==> src/rtl/volume_ctrl_pkg.sv <==
// Shared audio types and constants for the volume control path.
package volume_ctrl_pkg;

  localparam int unsigned DATA_BITS = 24;
  localparam int unsigned GAIN_BITS = 8;
  localparam int unsigned GAIN_FRAC = 7;
  localparam int unsigned PROD_BITS = DATA_BITS + GAIN_BITS + 1;

  typedef logic signed [DATA_BITS-1:0] sample_t;
  typedef logic        [GAIN_BITS-1:0] gain_t;

  localparam int unsigned GAIN_UNITY = 1 << GAIN_FRAC;
  localparam gain_t       GAIN_MAX   = '1;

  localparam sample_t SAMPLE_MAX = {1'b0, {(DATA_BITS-1){1'b1}}};
  localparam sample_t SAMPLE_MIN = {1'b1, {(DATA_BITS-1){1'b0}}};

  // Clamp a wide signed value into the signed sample range.
  function automatic sample_t sat_sample(input logic signed [PROD_BITS-1:0] v);
    if (v > PROD_BITS'(SAMPLE_MAX)) begin
      return SAMPLE_MAX;
    end else if (v < PROD_BITS'(SAMPLE_MIN)) begin
      return SAMPLE_MIN;
    end else begin
      return sample_t'(v);
    end
  endfunction

endpackage

==> src/rtl/volume_ctrl_debounce.sv <==
// Button conditioner: 2-flop synchronizer, stability counter, debounced level, rise pulse.
module debounce
  import volume_ctrl_pkg::*;
#(
  parameter int unsigned DEBOUNCE_CYCLES = 2**20
) (
  input  logic clk,
  input  logic rst,
  input  logic btn_raw,
  output logic level,
  output logic press
);

  localparam int unsigned CNT_BITS = ($clog2(DEBOUNCE_CYCLES) < 1) ? 1 : $clog2(DEBOUNCE_CYCLES);
  localparam logic [CNT_BITS-1:0] CNT_LAST = CNT_BITS'(DEBOUNCE_CYCLES - 1);

  logic                sync1_q, sync2_q;
  logic                level_d, level_q;
  logic                level_dly_q;
  logic                press_d, press_q;
  logic [CNT_BITS-1:0] cnt_d, cnt_q;

  // Counter runs while the synced input disagrees with the debounced level.
  always_comb begin
    cnt_d   = '0;
    level_d = level_q;
    press_d = level_q & ~level_dly_q;
    if (sync2_q != level_q) begin
      if (cnt_q == CNT_LAST) begin
        level_d = sync2_q;
        cnt_d   = '0;
      end else begin
        cnt_d = cnt_q + CNT_BITS'(1);
      end
    end
  end

  // Synchronizer, debounce state and registered rise pulse.
  always_ff @(posedge clk) begin
    if (!rst) begin
      sync1_q     <= 1'b0;
      sync2_q     <= 1'b0;
      level_q     <= 1'b0;
      level_dly_q <= 1'b0;
      press_q     <= 1'b0;
      cnt_q       <= '0;
    end else begin
      sync1_q     <= btn_raw;
      sync2_q     <= sync1_q;
      level_q     <= level_d;
      level_dly_q <= level_q;
      press_q     <= press_d;
      cnt_q       <= cnt_d;
    end
  end

  assign level = level_q;
  assign press = press_q;

endmodule

==> src/rtl/volume_ctrl.sv <==
// Volume control: debounced up/down buttons drive a Q1.7 gain that scales the sample stream.
module volume_ctrl
  import volume_ctrl_pkg::*;
#(
  parameter int unsigned DEBOUNCE_CYCLES = 2**20,
  parameter int unsigned GAIN_RESET      = 128,
  parameter int unsigned GAIN_STEP       = 8
) (
  input  logic                 clk,
  input  logic                 rst,
  input  logic                 btn_up,
  input  logic                 btn_down,
  input  logic                 mute,
  input  logic                 in_valid,
  input  logic [DATA_BITS-1:0] in_data,
  output logic                 out_valid,
  output logic [DATA_BITS-1:0] out_data,
  output logic [GAIN_BITS-1:0] gain
);

  localparam gain_t STEP = GAIN_BITS'(GAIN_STEP);

  logic up_level, up_press;
  logic down_level, down_press;

  logic mute_s1_q, mute_s2_q;

  gain_t                 gain_d, gain_q;
  logic [GAIN_BITS:0]    gain_sum;

  logic                  s1_valid_d, s1_valid_q;
  logic signed [PROD_BITS-1:0] s1_prod_d, s1_prod_q;
  logic signed [PROD_BITS-1:0] shifted;
  sample_t               sat;

  logic                  out_valid_d, out_valid_q;
  sample_t               out_data_d, out_data_q;

  debounce #(.DEBOUNCE_CYCLES(DEBOUNCE_CYCLES)) u_db_up (
    .clk     (clk),
    .rst     (rst),
    .btn_raw (btn_up),
    .level   (up_level),
    .press   (up_press)
  );

  debounce #(.DEBOUNCE_CYCLES(DEBOUNCE_CYCLES)) u_db_down (
    .clk     (clk),
    .rst     (rst),
    .btn_raw (btn_down),
    .level   (down_level),
    .press   (down_press)
  );

  // Saturating gain step; simultaneous presses cancel.
  always_comb begin
    gain_sum = {1'b0, gain_q} + {1'b0, STEP};
    gain_d   = gain_q;
    if (up_press && !down_press) begin
      gain_d = gain_sum[GAIN_BITS] ? GAIN_MAX : gain_sum[GAIN_BITS-1:0];
    end else if (down_press && !up_press) begin
      gain_d = (gain_q < STEP) ? '0 : (gain_q - STEP);
    end
  end

  // Stage 1: full-precision signed multiply by the zero-extended gain.
  always_comb begin
    s1_valid_d = in_valid;
    s1_prod_d  = s1_prod_q;
    if (in_valid) begin
      s1_prod_d = PROD_BITS'($signed(in_data)) * PROD_BITS'($signed({1'b0, gain_q}));
    end
  end

  // Stage 2: floor shift back to sample scale, saturate, apply mute.
  always_comb begin
    shifted     = s1_prod_q >>> GAIN_FRAC;
    sat         = sat_sample(shifted);
    out_valid_d = s1_valid_q;
    out_data_d  = out_data_q;
    if (s1_valid_q) begin
      out_data_d = mute_s2_q ? '0 : sat;
    end
  end

  // Mute synchronizer, gain register and pipeline registers.
  always_ff @(posedge clk) begin
    if (!rst) begin
      mute_s1_q   <= 1'b0;
      mute_s2_q   <= 1'b0;
      gain_q      <= GAIN_BITS'(GAIN_RESET);
      s1_valid_q  <= 1'b0;
      s1_prod_q   <= '0;
      out_valid_q <= 1'b0;
      out_data_q  <= '0;
    end else begin
      mute_s1_q   <= mute;
      mute_s2_q   <= mute_s1_q;
      gain_q      <= gain_d;
      s1_valid_q  <= s1_valid_d;
      s1_prod_q   <= s1_prod_d;
      out_valid_q <= out_valid_d;
      out_data_q  <= out_data_d;
    end
  end

  assign out_valid = out_valid_q;
  assign out_data  = out_data_q;
  assign gain      = gain_q;

endmodule

==> config.mk <==
export PLATFORM = sky130hd
export DESIGN_NAME = volume_ctrl
export DESIGN_NICKNAME = d
export VERILOG_FILES = /design/src/rtl/volume_ctrl_pkg.sv /design/src/rtl/volume_ctrl_debounce.sv /design/src/rtl/volume_ctrl.sv
export SDC_FILE = /design/constraint.sdc
export NUM_CORES = 1
export LEC_CHECK = 0
export BUFFER_PORTS_ARGS = -buffer_cell sky130_fd_sc_hd__buf_2
export CELL_PAD_IN_SITES_DETAIL_PLACEMENT = 0
export CELL_PAD_IN_SITES_GLOBAL_PLACEMENT = 2
export CORE_UTILIZATION = 36
export DETAILED_ROUTE_END_ITERATION = 12
export GPL_ROUTABILITY_DRIVEN = 1
export GPL_TIMING_DRIVEN = 0
export MAX_ROUTING_LAYER = met4
export PLACE_DENSITY_LB_ADDON = 0.1
export SLEW_MARGIN = 25
export SYNTH_ARGS = -nofsm -noshare
export SYNTH_HDL_FRONTEND = slang
export SYNTH_SLANG_ARGS = --single-unit
==> constraint.sdc <==
create_clock -name clk -period 6.4 [get_ports clk]
set_input_delay 1.28 -clock clk [delete_from_list [all_inputs] [get_ports clk]]
set_output_delay 1.28 -clock clk [all_outputs]
set_load 0.05 [all_outputs]
======== Yosys cells after proc, flatten, opt, wreduce, memory -nomap -nowiden ========
Index checks and enable logic that the tools add are counted.
W data, S select, Z words.
cells by class
  multipliers ............................. 1
  eq/ne operators ......................... 4
  bitwise operators ....................... 7
  $lt $le $gt $ge ......................... 3
  multiplexer cells ....................... 7
  reduce and logical (&&, ||, !) cells .... 9
  add/sub/neg operators ................... 4
operators by type and width
  operator                 count
  $mux W24                 3
  $add A20 B1 Y20 const B  2
  $eq A20 B20 Y1 const B   2
  $mul A24 B9 Y33          1
  $mux W8                  4
  $gt A26 B24 Y1 const B   1
  $lt A26 B24 Y1 const B   1
  $add A8 B4 Y9 const B    1
  $lt A8 B4 Y1 const B     1
  $sub A8 B4 Y8 const B    1
  $reduce_or A3 Y1         2
  $not A1 Y1               5
  $reduce_and A2 Y1        2
  $and A1 B1 Y1            2
  $logic_and A1 B1 Y1      2
  $logic_not A1 Y1         2
  $ne A1 B1 Y1             2
  $reduce_bool A2 Y1       1
storage, ports and cells
  register bits ........................... 119
  input bits .............................. 30

======== Depth between registers and ports, before layout ========
  depth in word-level cells ............... 4
  depth in mapped cells ................... 21
  depth with buffers taken out ............ 18

======== Modules after synthesis ========
A second synthesis with hierarchy kept.
unflattened totals
  cell total of the unflattened synthesis .. 1266
  area total of the unflattened synthesis .. 11046.8 um2
modules (own cells, without submodules)
  module       cells each  instances  area each (um2)  seq. area each (um2)
  volume_ctrl  1030        1          8904.8           1201.2
  debounce     118         2          1071.0           500.5

======== Worst setup path before layout ========
OpenSTA, ideal clock, no wires.
  path kind ............................... input -> register
  start ................................... input port in_data[10]
  end ..................................... register s1_prod_q[28]
  arrival ................................. 5.933 ns
  required time ........................... 6.278 ns
  stages .................................. 18
  setup slack ............................. 0.345 ns
  path buffers ............................ 2
  cell sequence ........................... clkbuf_1 and2_1 fa_1 fa_1 fa_1 inv_1 fa_1 inv_1 ha_1 a21oi_2 o21ai_2 a211o_1 a221oi_2 a21oi_2 or3_1 buf_6 and2_1 a311o_1
between the ends
  word-level cells in the longest chain between the ends .. 1
RTL lines
  element               RTL line            source
  from (decl)           volume_ctrl.sv:15   input logic [DATA_BITS-1:0] in_data,
  $mul A24 B9 Y33       volume_ctrl.sv:71   s1_prod_d = PROD_BITS'($signed(in_data)) * PROD_BITS'($signed({1'b0, gain_q}));
  to (signal assigned)  volume_ctrl.sv:101  s1_prod_q <= s1_prod_d;
  to (decl)             volume_ctrl.sv:32   logic signed [PROD_BITS-1:0] s1_prod_d, s1_prod_q;
No other way between the ends.
A chain may end at the register's enable or synchronous reset.

======== Worst setup path after layout ========
  start ................................... input port in_data[8]
  end ..................................... register s1_prod_q[28]
Same word-level chain as after synthesis.

==> run metrics <==
outcome finished, final reports clean; Pwr Density about 130 nW/um^2; Num CTS Buffers 9; Async SR Flop Fraction 0%; Overall Global Routing Usage 19.2%; Post-CTS Hold Buffers 0; GP Congestion 0.789; I/O pins 63; clk root buf clkbuf_16; most common cell in the synthesized netlist inv_1; nets@finish 1505; Clock Tree Buf Depth 2; Final Setup Violations 0; largest net degree at the start of global routing 17; total length of routed wires 27000 um; cells on worst reg2reg path 20; worst min path class flop to flop; Max VDD drop 138 uV; Yosys Warn Count 0; Core Util, Final 40.7%; routed length per instance 16.3 um; DP HPWL 22000 um; post-route setup slack 0.346 ns; DRT Pass-1 Iters 4; total gr overflow 0; pins over their slew limit 0; final worst path period need 6.05 ns; most used cell, CP fa_1; Clock Latency Late Sink 0.35 ns; total negative slack 0 ns; flops & latches, synth 110; worst flop-to-flop path endpoint s1_prod_q[28]; first-pass GRT wire length about 44000 um; startpoint types input pin; initial antenna violation count 0; peak per-stage delay on the critical path 0.52 ns; unrepaired setup endpoints after global routing false; layout cell share with drive strength beyond 1 under 10%; Reg clk slew, reported paths 0.08 ns; crit-path cells buf_1, xnor2_1, nor2_1, ha_1, fa_1, fa_1, inv_1, fa_1, inv_1, ha_1, a211oi_1, o21a_1, nor4_2, o211ai_1, a21oi_2, or3_1, buf_6, and2_1, a311o_1; synth cell count leaders 180 x inv_1, 132 x fa_1, 117 x and2_1; vias slightly below 8000; fin crit share 94.6%; Worst setup endpoint s1_prod_q[28]; Mapped Area roughly 11000 sq um; count of cell types in the netlist 57; Sinks on Clock Net 110; relative slew slack 54.6%; Final Hold Vio Count 0; Die X about 170 um; sequential fraction of the synthesis area 20.7%; # diodes 0; CP arrival 6.29 ns; Layout Area Growth over Synthesis 10.3%; Leakage 5.69 nW; IO Port Bufs 52; initial DRC count 352; CTS tree built; Synth Instances 1203; Worst setup EP type flop; CP max stage cell fa_1; critical path class input pin to flop; number of synthesized flops with an enable pin 0; DP Worst Slack -0.315 ns; r2r setup slk approximately 0.35 ns; Yosys top cell by area fa_1; routed vias/inst 4.71; max-cap violations 0; Area contributors post-synth fa_1 25%, dfxtp_1 21%, ha_1 9.2%; standard-cell rows 62; Die Span Y about 170 um; Routed Antenna Nets 0; Worst-Margin Slew 0.681 ns; Reg-to-Reg Start gain[5]; Main synth FF type dfxtp_1; Core Box Area between 20000 and 30000 sq um; crit path from in_data[8]; vias in the first global route 8028; Initial Util 36.9%; CP Data Required Time 6.63 ns; fmax 0.165 GHz; crit-path max FO 10; syn avg cell area 8.84 sq um; Mapped Nets approximately 1400; clock skew about 0.012 ns; htree depth 3; top-area cell type share of the netlist area approximately a quarter; number of remaining DRC errors 0; die area 30200 sq um
[per-layer routing]
| metal | GRT usage (%) | wire length (um) | part of all wire [%] |
|---|---|---|---|
| met5 | - | 0 | 0 |
| met2 | 29.8 | 12000 | 44 |
| met1 | 27.8 | 14300 | 53 |
| met3 | 1.14 | 536 | 2.0 |
| met4 | 3.33 | 173 | 0.64 |
[how the worst min path moves through the flow]
stage                            to  slack, ns  cells after the start                   from
floorplan           u_db_down.press       0.37                      1  u_db_down.level_dly_q
global placement    u_db_down.press       0.38                      1  u_db_down.level_dly_q
detailed placement  u_db_down.press       0.38                      1  u_db_down.level_dly_q
CTS                 u_db_down.press       0.39                      1  u_db_down.level_dly_q
global route        u_db_down.press       0.42                      1  u_db_down.level_dly_q
finish              u_db_down.press       0.39                      1  u_db_down.level_dly_q
[power breakdown]
| group | internal, W | switching [W] |
|---|---|---|
| Clock | 0.000379 | 0.000247 |
| Combinational | 0.0000708 | 0.000131 |
| Sequential | 0.000704 | 0.0000120 |
| Total | 0.00115 | 0.000390 |
[registers in the layout, summed over array words and instances, names as in the netlist, 6 cells and up]
signal / count
out_data: 24
s1_prod_q: 26
u_db_down.cnt_q: 20
gain: 6
u_db_up.cnt_q: 20
[worst max-delay path, delay by kind of cell]
family          cells  cell delay (ns)
simple gates        4             0.68
xor+xnor            1             0.18
buf+inv             4             0.66
fa+ha+maj           5             2.18
compound gates      5             1.29
[logic make-up (layout without fill, tap and decap cells)]
group	Yosys count	in the layout	share of synthesized area, %
compound gates	158	158	10.2
mux	9	9	0.847
fa+ha+maj	210	210	34.0
xor+xnor	62	62	5.10
flops	110	110	20.7
buf+inv	239	304	8.57
simple gates	415	415	20.5
[per-stage QoR]
step / hold slack (ns) / total power (W) / cell area (sq um) / std cells
2_1_floorplan: 0.367 / 0.000872 / 10600 / 1203
4_1_cts: 0.392 / 0.00157 / 11700 / 1653
5_1_grt: 0.417 / 0.00161 / 11700 / 1652
3_5_place_dp: 0.380 / 0.000936 / 11400 / 1639
3_3_place_gp: 0.381 / 0.000935 / 11400 / 1639
6_report: 0.394 / 0.00154 / 11700 / 1652
[cells in the final DEF, fill, tap and decap left out, types with 30 or more instances in the layout]
cell      Yosys  final
fa_1        132    132
buf_2         0     53
inv_1       180    180
xor2_1       30     30
nand3_1      36     36
o21ai_0      41     41
and2_1      117    117
nand2_1      75     75
ha_1         78     78
nor2_1       79     79
clkbuf_1     53     35
dfxtp_1     110    109
xnor2_1      32     32
[area by class of cell]
type	instances	area [sq um]
plain buffers	58	259
repair buffers	52	260
multi-input cells	854	7530
inverters	180	676
clock buffers	10	229
clock inverters	4	97.6
flip-flops and latches	110	2200
well taps	384	480
fillers	3024	17100
[what timing repair did]
action,CTS,global route
resized for setup,7,30
setup buffers,0,0
endpoints found under the setup margin,11,12
Note: power is estimated with default switching activity, not from simulation.
